**src/rtl/add_sequencer.sv**
```systemverilog
`default_nettype none
// +----------------------------------------------------------------------------+
// | add_sequencer: multi-word add/subtract through a shared 16-bit adder.      |
// | Optional: ADD_SEQUENCER_SAT_EN saturates on signed overflow. Rev 1.0       |
// +----------------------------------------------------------------------------+
module add_sequencer #(
  parameter int MAX_WORDS = 4
) (
  input  logic                   clk,
  input  logic                   rst_n,
  input  logic                   start,
  input  logic                   op_sub,
  input  logic [1:0]             nwords,
  input  logic [16*MAX_WORDS-1:0] opa,
  input  logic [16*MAX_WORDS-1:0] opb,
  output logic                   ready,
  output logic                   done,
  output logic [16*MAX_WORDS-1:0] result,
  output logic                   carry_out,
  output logic                   overflow,
  output logic [15:0]            add_a,
  output logic [15:0]            add_b,
  output logic                   add_cin,
  input  logic [15:0]            add_sum,
  input  logic                   add_cout
);

  localparam logic [1:0] S_IDLE = 2'd0;
  localparam logic [1:0] S_RUN  = 2'd1;
  localparam logic [1:0] S_DONE = 2'd2;

  logic [1:0]             state;
  logic [1:0]             state_next;
  logic [16*MAX_WORDS-1:0] opa_lat;
  logic [16*MAX_WORDS-1:0] opb_lat;
  logic                   sub_lat;
  logic [1:0]             nw_lat;
  logic [1:0]             idx;
  logic                   carry;
  logic [15:0]            res_word [4];
  logic [15:0]            res_next [4];
  logic [15:0]            a_word   [4];
  logic [15:0]            b_word   [4];
  logic [1:0]             nw_clamp;
  logic                   last;
  logic                   ovf_now;

  // Operands are viewed as four words; words beyond MAX_WORDS read as zero.
  genvar w;
  for (w = 0; w < 4; w++) begin : g_words
    if (w < MAX_WORDS) begin : g_live
      assign a_word[w]           = opa_lat[16*w +: 16];
      assign b_word[w]           = opb_lat[16*w +: 16];
      assign result[16*w +: 16]  = res_word[w];
    end else begin : g_pad
      assign a_word[w] = 16'h0000;
      assign b_word[w] = 16'h0000;
    end
  end

  if (MAX_WORDS >= 4) begin : g_no_clamp
    assign nw_clamp = nwords;
  end else begin : g_clamp
    localparam logic [1:0] NW_MAX = 2'(MAX_WORDS - 1);
    assign nw_clamp = (nwords > NW_MAX) ? NW_MAX : nwords;
  end

  assign last    = (idx == nw_lat);
  assign ovf_now = (add_a[15] == add_b[15]) && (add_sum[15] != add_a[15]);

  // State register
  always_ff @(posedge clk or negedge rst_n) begin
    if (!rst_n) begin
      state <= S_IDLE;
    end else begin
      state <= state_next;
    end
  end

  // Next-state logic
  always_comb begin
    state_next = state;
    case (state)
      S_IDLE:  if (start) state_next = S_RUN;
      S_RUN:   if (last)  state_next = S_DONE;
      S_DONE:  state_next = S_IDLE;
      default: state_next = S_IDLE;
    endcase
  end

  // Output logic: adder is driven only while running
  always_comb begin
    ready   = (state == S_IDLE);
    done    = (state == S_DONE);
    add_a   = 16'h0000;
    add_b   = 16'h0000;
    add_cin = 1'b0;
    if (state == S_RUN) begin
      add_a   = a_word[idx];
      add_b   = sub_lat ? ~b_word[idx] : b_word[idx];
      add_cin = carry;
    end
  end

`ifdef ADD_SEQUENCER_SAT_EN
  logic sat_neg;
  assign sat_neg = a_word[nw_lat][15];
`endif

  always_comb begin
    for (int k = 0; k < 4; k++) begin
      res_next[k] = (2'(k) == idx) ? add_sum : res_word[k];
    end
`ifdef ADD_SEQUENCER_SAT_EN
    // Saturation spans only the active words; the top active word carries the sign.
    if (last && ovf_now) begin
      for (int k = 0; k < 4; k++) begin
        if (2'(k) < nw_lat) begin
          res_next[k] = sat_neg ? 16'h0000 : 16'hFFFF;
        end else if (2'(k) == nw_lat) begin
          res_next[k] = sat_neg ? 16'h8000 : 16'h7FFF;
        end else begin
          res_next[k] = 16'h0000;
        end
      end
    end
`endif
  end

  always_ff @(posedge clk or negedge rst_n) begin
    if (!rst_n) begin
      opa_lat   <= '0;
      opb_lat   <= '0;
      sub_lat   <= 1'b0;
      nw_lat    <= 2'd0;
      idx       <= 2'd0;
      carry     <= 1'b0;
      carry_out <= 1'b0;
      overflow  <= 1'b0;
      for (int k = 0; k < 4; k++) begin
        res_word[k] <= 16'h0000;
      end
    end else begin
      case (state)
        S_IDLE: begin
          if (start) begin
            opa_lat   <= opa;
            opb_lat   <= opb;
            sub_lat   <= op_sub;
            nw_lat    <= nw_clamp;
            idx       <= 2'd0;
            carry     <= op_sub;
            carry_out <= 1'b0;
            overflow  <= 1'b0;
            for (int k = 0; k < 4; k++) begin
              res_word[k] <= 16'h0000;
            end
          end
        end
        S_RUN: begin
          for (int k = 0; k < 4; k++) begin
            res_word[k] <= res_next[k];
          end
          carry <= add_cout;
          idx   <= last ? 2'd0 : idx + 2'd1;
          if (last) begin
            carry_out <= add_cout;
            overflow  <= ovf_now;
          end
        end
        default: begin
        end
      endcase
    end
  end

endmodule
`default_nettype wire

```
**config.mk**
```make
export PLATFORM = sky130hd
export DESIGN_NAME = add_sequencer
export DESIGN_NICKNAME = d
export VERILOG_FILES = /design/src/rtl/add_sequencer.sv
export SDC_FILE = /design/constraint.sdc
export NUM_CORES = 1
export LEC_CHECK = 0
export ABC_AREA = 1
export CORE_MARGIN = 1
export CORE_UTILIZATION = 43
export CTS_BUF_LIST = sky130_fd_sc_hd__clkbuf_4 sky130_fd_sc_hd__clkbuf_8
export DETAILED_ROUTE_END_ITERATION = 10
export PLACE_DENSITY = 0.85
export SYNTH_ARGS = -nofsm -noshare
export SYNTH_HDL_FRONTEND = slang
export SYNTH_SLANG_ARGS = --single-unit
export TNS_END_PERCENT = 100
```
**constraint.sdc**
```tcl
create_clock -name clk -period 2.38 [get_ports clk]
set_clock_uncertainty 0.2 [all_clocks]
set_input_delay 0.595 -clock clk [delete_from_list [all_inputs] [get_ports clk]]
set_output_delay 0.595 -clock clk [all_outputs]
set_load 0.01 [all_outputs]
```
==> reports/results.txt, run 1 <==
register area share after synthesis: 56.6%
antenna viol nets, final: 0
most frequent cells in the layout: nand2_1, clkdlybuf4s50_1, dfrtp_1
met3 WL: 2230 um
fin. max-slew vios: 0
Required @ worst endpoint: 1.58 ns
number of flops mapped to enable cells by yosys: 0
cells after synthesis: 1118
# fillers: 1618
LEAKAGE: 6.42 nW
die area: 0.0214 mm2
DR iter-0 viols: 707
drc violations: 0
clk root buf: clkbuf_8
crit path DAT: 1.92 ns
P per Cell Area: 1330 mW/mm2
clk_lat worst skew: 0.52 ns
syn_nets: 1273
via density per instance: 5.22
clock-pin slew on the worst setup and hold paths: 0.06 ns
Startpoint Class: flip-flop
post-synthesis register bit count: 202
Final GP Congestion: 0.953
final setup violation count: 32
initial antenna violation count: 0
cell area after synthesis: 0.00894 mm2
vias: 8820
unrepaired setup endpoints after global routing: true
area growth from synthesis to layout: 47.1%
Setup crit end kind: output port
failing checks: negative setup slack
r2r endpoint: opa_lat[63]
commonest non-fill, non-tap cell in the layout: nand2_1
final core utilization: 64.7%
drt wl/cell: 16.7 um
fin worst setup slack: -0.340 ns
Die Ht: 146 um
CTS buffer count: 34
Slew @ Worst Pin: 0.465 ns
library cells used by synthesis: 24
nets: 1554
CTS tree: yes
fin crit share: 114%
HP Class: reg2reg
Starting Density: 44.0%
top post-synthesis cells by area: dfrtp_1, nand2_1, o21ai_0
GRT Overall Usage: 25.9%
port bufs: 251
first-pass GRT wire length: 44000 um
Longest Clk Path Bufs: 3
# IOs: 252
minimum clock period: 2.72 ns
worst setup path class: reg2out
M1 WL: 11600 um
YS warnings: 0
vias in the first global route: 8621
Final Hold Viols: 0
Antenna Cells: 0
share of cells above drive strength 1: 17.9%
CTS H-tree lvls: 2
Post-synth top flop: dfrtp_1
status: complete, but fails checks
HPWL after detailed placement: 19100 um
Crit Path Max Fanout: 8
CP Capture Point: add_b[1]
met2 routed WL: 13200 um
Max-cap violations: 0
Pwr Total: 17.5 mW
asr flop ratio synth: 100%
Avg Inst Size Synth: 7.99 um2
Rel. slew slack: 69.0%
CP startpoint: idx[0]
fmax: 368 MHz
CTS sink count: 202
DIE WIDTH: 146 um
Detailed Route WL: 28200 um
Pre-antenna DRT Iters: 5
Core ar.: 0.0203 mm2
setup TNS: -8.08 ns
Top Metal Used: met4
area leader, netlist: dfrtp_1
worst vdd ir: 0.808 mV
largest net degree at the start of global routing: 61
GR Overflow Total: 0
final hold slack: 0.276 ns
reg2reg path depth: 8
Reg2Reg Launch Point: state[1]
site row count: 52
R2R Setup Slk: 0.41 ns
area share of the largest cell type after synthesis: 56.6%
## through the flow
step | cells | instance area (um2) | setup slack (ns)
floorplan | 1118 | 8940 | 0.204
global placement | 1619 | 12000 | -0.163
detailed placement | 1619 | 12000 | -0.163
CTS | 1686 | 12900 | -0.354
global route | 1690 | 13100 | -0.409
finish | 1690 | 13100 | -0.340
## layout make-up
class | instances | area [um2] | share of cell area, %
multi-input combinational | 831 | 3800 | 28.9
sequential | 202 | 5060 | 38.5
tap | 270 | 338 | 2.57
clock buffer | 51 | 639 | 4.87
clock inverter | 6 | 32.5 | 0.248
inverter | 15 | 71.3 | 0.543
timing repair buffer | 315 | 3210 | 24.4
## power by group
| group | total [mW] | leakage [nW] | switching [mW] | internal, mW |
|---|---|---|---|---|
| Sequential | 6.02 | 2.56 | 1.05 | 4.96 |
| Combinational | 8.38 | 3.50 | 4.72 | 3.66 |
| Clock | 3.07 | 0.360 | 1.36 | 1.71 |
| Total | 17.5 | 6.42 | 7.13 | 10.3 |
## what timing repair did
item | 4_1_cts | 5_1_grt
buffers inserted | 7 | 2
hold endpoints to repair | 47 | 0
resized for setup | 213 | 80
cloned | 2 | 2
pin swaps | 13 | 25
hold buffers | 1 | 0
setup endpoints to repair | 35 | 34
## logic make-up (layout without fill, tap and decap cells)
family | after synthesis | count (layout) | synth area share, %
AOI/OAI and AO/OA | 152 | 152 | 8.98
buffers and inverters | 85 | 387 | 4.61
and+or+nand+nor | 673 | 673 | 29.1
DFF | 202 | 202 | 56.6
adders and majority gates | 4 | 4 | 0.560
xor gates and xnor gates | 2 | 2 | 0.196
## state kept, by name, indices dropped and copies added (netlist names)
signal,flops
opb_lat,64
result,64
opa_lat,64
carry,1
carry_out,1
idx,2
nw_lat,2
state,2
overflow,1
sub_lat,1
## critical path, stage by stage (launching register included)
cell	delay, ns
dfrtp_2	0.47
buf_6	0.17
buf_12	0.15
nand2_2	0.06
nand3_1	0.10
nand2_2	0.10
o21ai_2	0.06
a21oi_2	0.14
buf_2	0.15
## worst min-delay path by stage
stage	start	endpoint	slack, ns	depth (start not counted)
6_report	opa_lat[14]	opa_lat[14]	0.28	2
3_5_place_dp	opa_lat[22]	opa_lat[22]	0.26	2
5_1_grt	opa_lat[14]	opa_lat[14]	0.29	2
4_1_cts	opa_lat[28]	opa_lat[28]	0.28	2
3_3_place_gp	opa_lat[27]	opa_lat[27]	0.26	2
2_1_floorplan	rst_n	carry	0.1	0
## routing by layer
metal	GRT usage, %	vias to the layer above
li1	-	4081
met1	34.5	4190
met2	40.4	465
met3	5.56	84
met4	12.4	0
met5	0	-
## synth_stat cells, types with 2 or more instances
library cell / instances
a21oi_4: 3
o21ai_0: 78
dfrtp_1: 202
o21ai_1: 38
ha_1: 4
a21oi_1: 31
buf_2: 26
inv_1: 12
buf_1: 8
buf_4: 14
nand3_1: 39
clkbuf_1: 21
xnor2_1: 2
clkinv_1: 2
nand2_1: 565
nor2_1: 65
Note: power is estimated with default switching activity, not from simulation.
==> run 2, diff against run 1 <==
GPL_TIMING_DRIVEN = 0   (was default)
SETUP_SLACK_MARGIN = 0.2   (was default)
SKIP_CTS_REPAIR_TIMING = 1   (was default)
==> run 2 against run 1 <==
  * The run still ends with negative setup slack left
  * Cell count increased by 1.8%
  * Hold slack improved by 0.0026 ns
  * First-iteration DRC count is 5.5% lower
  * Combinational power grew 1%
  * Flip-flop and latch count stayed put
  * Critical path depth grew 1
  * Largest cell class unchanged
==> reports/results.txt, run 2 (same netlist as run 1, synthesis figures left out) <==
first-pass GRT wire length: 44200 um (+0.27%)
Final GP Congestion: 0.897 (-5.8%)
unrepaired setup endpoints after global routing: true
final setup violation count: 33 (+3.1%)
Longest Clk Path Bufs: 3 (unchanged)
Starting Density: 44.0% (unchanged)
Setup crit end kind: output port
fmax: 344 MHz (-6.5%)
failing checks: negative setup slack
share of cells above drive strength 1: 18.7% (+0.79 points)
drt wl/cell: 17.4 um (+4.2%)
clk root buf: clkbuf_8
crit path DAT: 2.11 ns (+0.19 ns)
worst setup path class: reg2out
CTS buffer count: 35 (+2.9%)
Detailed Route WL: 29900 um (+6.1%)
Slew @ Worst Pin: 0.617 ns (+0.152 ns)
worst path cell trace: buf_6 > clkinvlp_4 > buf_6 > buf_8 > nand3_2 > nand2_2 > o21ai_1 > a21oi_2 > buf_2
Die Ht: 146 um (unchanged)
CTS tree: yes
Core ar.: 0.0203 mm2 (unchanged)
clk_lat worst skew: 0.51 ns (about the same)
fin crit share: 122% (+7.9 points)
Max-cap violations: 0 (unchanged)
minimum clock period: 2.91 ns (+0.188 ns)
DR iter-0 viols: 668 (-5.5%)
Crit Path Max Fanout: 6 (-2)
commonest non-fill, non-tap cell in the layout: nand2_1
Final Hold Viols: 0 (unchanged)
Critical Path Most Common Cell: buf_6
status: complete, but fails checks
GRT Overall Usage: 26.5% (+0.61 points)
Antenna Cells: 0 (unchanged)
most frequent cells in the layout: nand2_1, dfrtp_1, clkdlybuf4s50_1
CTS sink count: 202 (unchanged)
antenna viol nets, final: 0 (unchanged)
Crit-path slowest cell: dfrtp_1
P per Cell Area: 1340 mW/mm2 (+0.58%)
die area: 0.0214 mm2 (unchanged)
site row count: 52 (unchanged)
Pre-antenna DRT Iters: 5 (unchanged)
vias in the first global route: 8304 (-3.7%)
slowest stage delay, CP: 0.41 ns (-0.06 ns)
GR Overflow Total: 0 (unchanged)
final instance area: 0.0134 mm2 (+2.0%)
largest net degree at the start of global routing: 122 (+100%)
Rel. slew slack: 58.9% (-10 points)
clock-pin slew on the worst setup and hold paths: 0.06 ns (about the same)
worst vdd ir: 0.601 mV (-26%)
via density per instance: 5.20 (-0.43%)
fin. max-slew vios: 0 (unchanged)
Startpoint Class: flip-flop
final hold slack: 0.279 ns (+0.00256 ns)
# IOs: 252 (unchanged)
fin worst setup slack: -0.528 ns (-0.188 ns)
port bufs: 251 (unchanged)
LEAKAGE: 7.49 nW (+17%)
nets: 1584 (+1.9%)
area growth from synthesis to layout: 50.0%
initial antenna violation count: 0 (unchanged)
drc violations: 0 (unchanged)
HP Class: reg2reg
CTS H-tree lvls: 2 (unchanged)
placed instance area: 0.0118 mm2 (-1.8%)
HPWL after detailed placement: 20500 um (+7.2%)
vias: 8943 (+1.4%)
Required @ worst endpoint: 1.58 ns (about the same)
DIE WIDTH: 146 um (unchanged)
-- run 2: per-layer routing --
layer | vias up | share of wire, % | track usage (%)
met5 | - | 0 | 0
met1 | 4222 | 40 | 35.7
met3 | 64 | 9.2 | 5.34
met4 | 0 | 3.1 | 8.96
met2 | 507 | 48 | 42.9
li1 | 4150 | - | -
-- run 2: power breakdown --
group	internal (mW)	total, mW	switching [mW]	leakage [nW]
Clock	2.13	3.53	1.40	0.412
Combinational	3.44	8.50	5.07	4.52
Sequential	4.96	5.88	0.926	2.56
Total	10.5	17.9	7.40	7.49
-- run 2: path summary, 6_finish.rpt --
path	startpoint	endpoint	slack, ns	cells past startpoint
setup / recovery	idx[1]	add_b[10]	-0.53	9
hold / removal	result[56]	result[56]	0.28	2
setup reg to reg	idx[0]	result[14]	0.23	9
hold reg to reg	result[56]	result[56]	0.28	2
max in group asynchronous	rst_n	state[1]	0.53	3
min in group asynchronous	rst_n	opa_lat[33]	0.46	2
-- run 2: through the flow --
step,power (mW),util [%],instances,setup WS (ns),TNS (ns)
after detailed placement,13.3,58.2,1640,-0.818,-22.03
after global placement,13.1,58.1,1639,-7.64,-1559.27
final,17.9,66.0,1721,-0.528,-13.85
after floorplan,9.84,-,1118,0.204,0
after CTS,16.9,62.1,1699,-1.39,-40.81
after global routing,19.0,66.0,1721,-0.601,-15.99
-- run 2: worst max-delay path, delay by kind of cell, from the launching register on --
| kind | cells | cell delay (ns) |
|---|---|---|
| and+or+nand+nor | 2 | 0.21 |
| DFF | 1 | 0.41 |
| buffers and inverters | 5 | 0.71 |
| AOI/OAI and AO/OA | 2 | 0.27 |
-- run 2: final cells by class --
class	count	area, um2
buffer	70	531
clock buffer	51	671
clock inverter	8	118
fill	1590	6890
inverter	15	66.3
multi-input combinational	831	3840
sequential	202	5060
tap	270	338
timing repair buffer	274	2780
==> run 3, diff against run 2 <==
CAP_MARGIN = 40   (was default)
==> results of run 3 <==
The final DEF is identical to that of run 2; final timing and power are the same.
